<file path="src/rtl/chunked_subtractor_pkg.sv">
// Shared definitions for the chunked subtractor: FSM state encoding and chunk-count derivation.
package chunked_subtractor_pkg;

    typedef enum logic [1:0] {
        IDLE = 2'd0,
        RUN  = 2'd1,
        DONE = 2'd2
    } state_t;

    function automatic int nchunk_of(input int width, input int chunk);
        return width / chunk;
    endfunction

    // The slice counter keeps at least one bit even for a single-chunk configuration
    function automatic int idx_w_of(input int nchunk);
        return (nchunk > 1) ? $clog2(nchunk) : 1;
    endfunction

endpackage

</file>
<file path="src/rtl/chunked_subtractor_sub_chunk.sv">
// Combinational CHUNK-bit subtract slice: {bout, diff} = x - y - bin.
module sub_chunk #(
    parameter int CHUNK = 16
) (
    input  logic [CHUNK-1:0] x,
    input  logic [CHUNK-1:0] y,
    input  logic             bin,
    output logic [CHUNK-1:0] diff,
    output logic             bout
);

    logic [CHUNK:0] full;

    // Zero-extended subtraction: any negative result lands with bit CHUNK set
    assign full = {1'b0, x} - {1'b0, y} - {{CHUNK{1'b0}}, bin};
    assign diff = full[CHUNK-1:0];
    assign bout = full[CHUNK];

endmodule

</file>
<file path="src/rtl/chunked_subtractor.sv">
// Multi-cycle unsigned subtractor: d = a - b, one CHUNK-bit slice per cycle, borrow in d[WIDTH].
module chunked_subtractor
    import chunked_subtractor_pkg::*;
#(
    parameter int WIDTH = 64,
    parameter int CHUNK = 16
) (
    input  logic             clk,
    input  logic             rst,
    input  logic             in_valid,
    output logic             in_ready,
    input  logic [WIDTH-1:0] a,
    input  logic [WIDTH-1:0] b,
    output logic             out_valid,
    input  logic             out_ready,
    output logic [WIDTH:0]   d
);

    localparam int NCHUNK = nchunk_of(WIDTH, CHUNK);
    localparam int IDX_W  = idx_w_of(NCHUNK);

    if (WIDTH % CHUNK != 0) begin : g_bad_chunk
        $fatal(1, "chunked_subtractor: WIDTH must be a multiple of CHUNK");
    end

    state_t state, state_nxt;

    logic [NCHUNK-1:0][CHUNK-1:0] a_q;
    logic [NCHUNK-1:0][CHUNK-1:0] b_q;
    logic [NCHUNK-1:0][CHUNK-1:0] res_q;
    logic                         bout_q;
    logic                         borrow;
    logic [IDX_W-1:0]             idx;

    logic [CHUNK-1:0] diff;
    logic             bout;
    logic             last;

    assign last = (idx == IDX_W'(NCHUNK - 1));

    sub_chunk #(.CHUNK(CHUNK)) u_sub (
        .x    (a_q[idx]),
        .y    (b_q[idx]),
        .bin  (borrow),
        .diff (diff),
        .bout (bout)
    );

    always_ff @(posedge clk) begin
        if (rst) begin
            state <= IDLE;
        end else begin
            state <= state_nxt;
        end
    end

    always_comb begin
        state_nxt = state;
        in_ready  = 1'b0;
        out_valid = 1'b0;
        case (state)
            IDLE: begin
                in_ready = 1'b1;
                if (in_valid) state_nxt = RUN;
            end
            RUN: begin
                if (last) state_nxt = DONE;
            end
            DONE: begin
                out_valid = 1'b1;
                if (out_ready) state_nxt = IDLE;
            end
            default: state_nxt = IDLE;
        endcase
    end

    // Operands only need capturing at accept; their contents are don't-care otherwise
    always_ff @(posedge clk) begin
        if (state == IDLE && in_valid) begin
            a_q <= a;
            b_q <= b;
        end
    end

    always_ff @(posedge clk) begin
        if (rst) begin
            idx    <= '0;
            borrow <= 1'b0;
            res_q  <= '0;
            bout_q <= 1'b0;
        end else begin
            case (state)
                IDLE: begin
                    if (in_valid) begin
                        idx    <= '0;
                        borrow <= 1'b0;
                    end
                end
                RUN: begin
                    res_q[idx] <= diff;
                    borrow     <= bout;
                    if (last) begin
                        idx    <= '0;
                        bout_q <= bout;
                    end else begin
                        idx <= idx + IDX_W'(1);
                    end
                end
                default: ;
            endcase
        end
    end

    assign d = {bout_q, res_q};

endmodule
</file>
<file path="config.mk">
export PLATFORM = sky130hd
export DESIGN_NAME = chunked_subtractor
export DESIGN_NICKNAME = d
export VERILOG_FILES = /design/src/rtl/chunked_subtractor_pkg.sv /design/src/rtl/chunked_subtractor_sub_chunk.sv /design/src/rtl/chunked_subtractor.sv
export SDC_FILE = /design/constraint.sdc
export NUM_CORES = 1
export LEC_CHECK = 0
export CAP_MARGIN = 0
export CELL_PAD_IN_SITES_DETAIL_PLACEMENT = 0
export CELL_PAD_IN_SITES_GLOBAL_PLACEMENT = 1
export CORE_MARGIN = 1
export CORE_UTILIZATION = 32
export DETAILED_ROUTE_END_ITERATION = 6
export GPL_TIMING_DRIVEN = 0
export PLACE_DENSITY = 0.78
export REMOVE_ABC_BUFFERS = 1
export SLEW_MARGIN = 20
export SYNTH_ARGS = -nofsm -noshare
export SYNTH_HDL_FRONTEND = slang
export SYNTH_SLANG_ARGS = --single-unit
</file>
<file path="constraint.sdc">
create_clock -name clk -period 12.3 [get_ports clk]
set_input_delay 1.845 -clock clk [delete_from_list [all_inputs] [get_ports clk]]
set_output_delay 1.845 -clock clk [all_outputs]
set_load 0.05 [all_outputs]
</file>
==> results of run 1 <==
==> worst paths after layout <==
| kind | endpoint | slack (ps) |
|---|---|---|
| worst min-delay path | d[6] | 460 |
| worst max-delay path | d[30] | 8210 |
| worst max register to register | d[30] | 8210 |
| worst min register to register | d[6] | 460 |
==> registers in the layout, summed over array words and instances, names as in the netlist <==
| register | flops |
|---|---|
| d | 64 |
| borrow | 1 |
| state | 2 |
| bout_q | 1 |
| b_q | 64 |
| a_q | 64 |
| idx | 2 |
==> kinds of logic after synthesis <==
group,synth area share
multiplexers,0.0982
adder cells (fa/ha/maj),0.0520
AO/OA/AOI/OAI,0.0781
XOR/XNOR,0.00827
flip-flops,0.619
buffers and inverters,0.0385
AND/OR/NAND/NOR,0.106
==> metal layers <==
metal,wire length (µm),track usage,part of all wire
met3,1440,0.0445,0.073
met1,9170,0.202,0.47
met4,161,0.0359,0.0082
met2,8940,0.235,0.45
met5,0,0,0
==> cells in the mapped netlist, types with 5 or more instances <==
library cell	n	share of area
nand4_1	7	0.0052
clkbuf_1	30	0.013
and2_1	7	0.0052
o21ai_0	8	0.0047
a211oi_1	9	0.0080
ha_1	32	0.047
xnor2_1	6	0.0062
mux4_2	32	0.085
nor2_1	23	0.010
a21o_1	7	0.0062
dfxtp_1	70	0.17
inv_1	46	0.020
nand2_1	75	0.033
nand3_1	34	0.020
mux2i_1	10	0.012
a21oi_1	50	0.030
or3_1	5	0.0037
buf_1	5	0.0022
nor3_1	11	0.0065
edfxtp_1	128	0.45
==> stage by stage <==
stage | hold WS [ps] | std cells | utilization | cell area [µm²]
floorplan | 452 | 622 | - | 8330
global placement | 442 | 1155 | 0.412 | 10700
detailed placement | 447 | 1159 | 0.416 | 10800
CTS | 458 | 1191 | 0.439 | 11400
global route | 480 | 1191 | 0.439 | 11400
finish | 456 | 1191 | 0.439 | 11400
==> power by group <==
group | leakage (nW) | total, W | internal, W | switching (W)
Combinational | 1.95 | 0.000382 | 0.000154 | 0.000228
Sequential | 1.79 | 0.000763 | 0.000749 | 0.0000138
Clock | 0.298 | 0.000583 | 0.000311 | 0.000272
==> worst max-delay path: cells and delay by family, from the launching register on <==
family          cells  cell delay (ps)
simple gates        1               70
mux                 2              730
buf+inv             2              370
fa+ha+maj           2              690
compound gates      4             1690
flops               1              430
==> final cells by class <==
| cell class | instances | area share |
|---|---|---|
| inverter | 47 | 0.0154 |
| clock inverter | 15 | 0.0160 |
| clock buffer | 17 | 0.0372 |
| timing repair buffer | 202 | 0.182 |
| sequential | 198 | 0.459 |
| multi-input combinational | 377 | 0.254 |
| tap | 335 | 0.0366 |
==> metrics.txt, run 1 <==
status finished, final reports clean; initial core utilization 0.325; Synth Instances 659; largest net degree at the start of global routing 69; ANT nets after route 0; max-slew violations 0; nets 1,009; crit path max fanout 33; max incr delay on CP 590 ps; Clock Skews 13.4 ps; number of diodes 0; register area share after synthesis 0.619; RD Place Congestion 0.800; htree depth 4; static leakage 4.04 nW; post-CTS setup buffer count 0; Detailed Place HPWL 14,400 µm; CTS Hold Bufs 0; clk root buf clkbuf_16; Setup crit end kind flip-flop; # IOs 199; routed vias 5,735; Area Growth Syn to Fin 35.0%; Final Cycle Share 0.333; Core Area 0.0261 mm²; cts bufs inserted 17; Hold Path Origin d[6]; overall routing resource usage 0.150; worst slack at placement 8160 ps; Reg area 0.00525 mm²; Hold Path Stages 2; initial DRC count 340; initial antenna violation count 0; reg2reg start idx[0]; drt first pass iters 4; Num Clock Sinks 198; Synth cell types 53; Final Hold Viols 0; Post-synth EDFFs 128; crit path cell chain buf_16 > mux4_2 > fa_1 > inv_1 > fa_1 > nor3b_1 > o21ai_0 > o2111ai_1 > a31oi_1 > mux2i_1 > a311o_1; Least-Margin Pin Slew 871 ps; worst-case clock buffer depth 2; final wirelength 19,700 µm; Seq cells post-synth 198; fin crit period 4090 ps; accumulated negative setup slack 0 ps; via count of the first global-routing pass 5,618; fraction of layout cells with a size suffix above 1 0.0900; mapped cell area 0.00848 mm²; slowest cell on the critical path a31oi_1; Max Fclk 0.244 GHz; most frequent cells in the layout clkdlybuf4s50_1 (197), edfxtp_1 (128), nand2_1 (75); worst hold path class reg -> reg; ys async rst share 0; Max IR drop VDD 0.0945 mV; Setup Viol. Count Final 0; RSZ-0062 raised after global routing false; grt ovf 0; Max Cap Violations 0; Port Buffers 198; Warnings, synthesis 0; commonest non-fill, non-tap cell in the layout clkdlybuf4s50_1; Worst setup SP type flip-flop; num rows 59; WL per Instance 16.6 µm; Multi-input gate area 0.00291 mm²; syn_area_per_cell 12.9 µm²; Die X-Extent 165 µm; first-pass GRT wire length 30,500 µm; Power, Total 0.00173 W; Worst EP required 12,620 ps; most used cell, CP fa_1; fill count 2,408; clk_lat worst skew 430 ps; slew margin rel. 0.418; clock transition at the registers of the reported paths 80 ps; die area 0.0271 mm²; cells on worst reg2reg path 11; Critical Path Start idx[0]; Post-route DRC 0; Die Y 165 µm; Via density 4.82; post-route setup slack 8210 ps; Resized Gates After CTS 0; Main synth FF type edfxtp_1; CP arrival 4410 ps; CTS tree done; power density over the cells 151 mW/mm²; WS Path Type reg -> reg
No activity file was read; power rests on OpenSTA's default activity.
==> inputs of run 2 (changes only) <==
- PLACE_DENSITY: 0.78 -> 0.81
- clock period: 12.3 -> 3.75 ns (I/O delays scaled with it)
==> metrics.txt, run 2 (synthesis gave the netlist of run 1 again) <==
reg2reg start idx[0] (unchanged); worst hold path class reg -> reg (unchanged); fin crit period 3550 ps (was 4090 ps); Core Area 0.0261 mm² (unchanged); CTS tree done (unchanged); power density over the cells 501 mW/mm² (was 151 mW/mm²); WL per Instance 16.1 µm (was 16.6 µm); clk_lat worst skew 430 ps (about the same); CP arrival 3830 ps (was 4410 ps); combinational share of power 0.224 (was 0.221); slowest cell on the critical path mux4_2 (was a31oi_1); Clock Skews 10.9 ps (was 13.4 ps); commonest non-fill, non-tap cell in the layout clkdlybuf4s50_1 (unchanged); die area 0.0271 mm² (unchanged); cells on worst reg2reg path 11 (unchanged); Least-Margin Pin Slew 961 ps (was 871 ps); Max IR drop VDD 0.299 mV (was 0.0945 mV); drt first pass iters 6 (was 4); Critical Path Start idx[0] (unchanged); number of diodes 0 (unchanged); Die X-Extent 165 µm (unchanged); max-slew violations 0 (unchanged); Max Fclk 0.281 GHz (was 0.244 GHz); Port Buffers 198 (unchanged); largest net degree at the start of global routing 69 (unchanged); static leakage 4.05 nW (was 4.04 nW); Num Clock Sinks 198 (unchanged); Area Growth Syn to Fin 35.9% (was 35.0%); Die Y 165 µm (unchanged); Max Cap Violations 0 (unchanged); RD Place Congestion 0.782 (was 0.800); cell internal pwr 0.00411 W (was 0.00121 W); initial DRC count 346 (was 340); final wirelength 19,200 µm (was 19,700 µm); most used cell, CP ha_1 (was fa_1); Top Family by Delay on Critical Path compound AO/OA/AOI/OAI gates (unchanged); post-route setup slack 197 ps (was 8210 ps); fraction of layout cells with a size suffix above 1 0.0993 (was 0.0900); Sw Ratio 0.287 (was 0.297); Via density 4.80 (was 4.82); via count of the first global-routing pass 5,501 (was 5,618); crit path max fanout 32 (was 33); crit path cell chain buf_16 > mux4_2 > ha_1 > inv_1 > ha_1 > a21o_1 > a2111oi_2 > nor2_1 > a211oi_1 > or3_1 > a21oi_1 (was buf_16 > mux4_2 > fa_1 > inv_1 > fa_1 > nor3b_1 > o21ai_0 > o2111ai_1 > a31oi_1 > mux2i_1 > a311o_1); slew margin rel. 0.358 (was 0.418); clk root buf clkbuf_16 (unchanged); Net Switching 0.00166 W (was 0.000514 W); Worst EP required 4020 ps (was 12,620 ps); htree depth 4 (unchanged); hold_ws 457 ps (was 456 ps); CTS Hold Bufs 0 (unchanged); num rows 59 (unchanged); first-pass GRT wire length 29,800 µm (was 30,500 µm); overall routing resource usage 0.146 (was 0.150); Setup crit end kind flip-flop (unchanged); reg-to-reg slack, setup 200 ps (was 8210 ps); Critical path destination d[57] (was d[30]); Final Instance Area 0.0115 mm² (was 0.0114 mm²); worst slack at placement -327 ps (was 8160 ps); Setup Viol. Count Final 0 (unchanged); ANT nets after route 0 (unchanged); grt ovf 0 (unchanged); Hold Path Origin d[3] (was d[6]); max incr delay on CP 560 ps (was 590 ps); post-CTS setup buffer count 0 (unchanged); Clock Power Share 0.343 (was 0.337); initial antenna violation count 0 (unchanged); Worst setup SP type flip-flop (unchanged); Worst R2R End d[57] (was d[30]); Post-route DRC 0 (unchanged); Final Hold Viols 0 (unchanged); worst-case clock buffer depth 2 (unchanged); most frequent cells in the layout clkdlybuf4s50_1 (197), edfxtp_1 (128), nand2_1 (75) (unchanged); cts bufs inserted 17 (unchanged); initial core utilization 0.325 (unchanged); clock transition at the registers of the reported paths 70 ps (was 80 ps); share of power burned in registers 0.433 (was 0.442); logic depth of the worst path, buffers included 11 (unchanged); routed vias 5,720 (was 5,735); Placement Cell Area 0.0108 mm² (about the same); Detailed Place HPWL 14,000 µm (was 14,400 µm); CP bufs+invs 2 (unchanged); WS Path Type reg -> reg (unchanged); Final Cycle Share 0.948 (was 0.333); nets 1,009 (unchanged); # IOs 199 (unchanged); status finished, final reports clean (unchanged)
-- run 2: worst reg2reg max path, stage by stage (launching register included) --
cell	delay [ps]
dfxtp_4	410
buf_16	250
mux4_2	620
ha_1	290
inv_1	50
ha_1	350
a21o_1	240
a2111oi_2	370
nor2_1	150
a211oi_1	450
or3_1	180
a21oi_1	60
-- run 2: cell type report --
cell class	count	area [µm²]
clock buffers	19	433
clock inverters	13	194
fillers	2423	14500
inverters	47	176
multi-input cells	377	2970
flip-flops and latches	198	5250
well taps	335	419
repair buffers	202	2070
-- run 2: repair_timing --
item                                    CTS  global route
hold endpoints to repair                  0             0
gates resized for setup                   6             8
endpoints found under the setup margin   19            26
-- run 2: power groups by stage --
stage	clock network [W]	logic [W]	registers [W]
after CTS	0.00202	0.00127	0.00250
after global routing	0.00211	0.00141	0.00251
after detailed placement	0	0.00125	0.00255
after global placement	0	0.00122	0.00258
after floorplan	0	0.000630	0.00271
final	0.00198	0.00129	0.00250
-- run 2: how the worst min path moves through the flow --
stage          endpoint  cells past startpoint
2_1_floorplan  state[0]                      1
3_3_place_gp       d[8]                      2
3_5_place_dp       d[3]                      2
4_1_cts            d[3]                      2
5_1_grt            d[5]                      2
6_report           d[3]                      2
-- run 2: routing by layer --
layer / wire length [µm] / share of wire / global-route usage
met4: 265 / 0.014 / 0.0446
met2: 8710 / 0.45 / 0.226
met5: 0 / 0 / 0
met1: 9190 / 0.48 / 0.204
met3: 1050 / 0.055 / 0.0324
-- run 2: metrics by stage --
| step | total power, W | instances | util | setup TNS (ps) |
|---|---|---|---|---|
| after global routing | 0.00603 | 1191 | 0.442 | -14.1 |
| after detailed placement | 0.00381 | 1159 | 0.416 | -2150 |
| after floorplan | 0.00334 | 622 | - | -121760 |
| after global placement | 0.00380 | 1155 | 0.412 | -310190 |
| after CTS | 0.00580 | 1191 | 0.440 | 0 |
| final | 0.00577 | 1191 | 0.442 | 0 |
==> inputs of run 3 (changes only) <==
- CORE_MARGIN: 1 -> unset
- CTS_CLUSTER_SIZE: unset -> 30
- PLACE_DENSITY: 0.81 -> 0.78
- clock period: 3.75 -> 4.5 ns (I/O delays scaled with it)
==> results of run 3 <==
Same layout as run 1 (identical final DEF). Status: finished, final reports clean.
Among the figures that moved: setup slack after placement 8160 ps -> 362 ps; setup slack after layout 8210 ps -> 405 ps; register-to-register setup slack 8210 ps -> 410 ps; total power 0.00173 W -> 0.00472 W; worst IR drop on VDD 0.0945 mV -> 0.258 mV
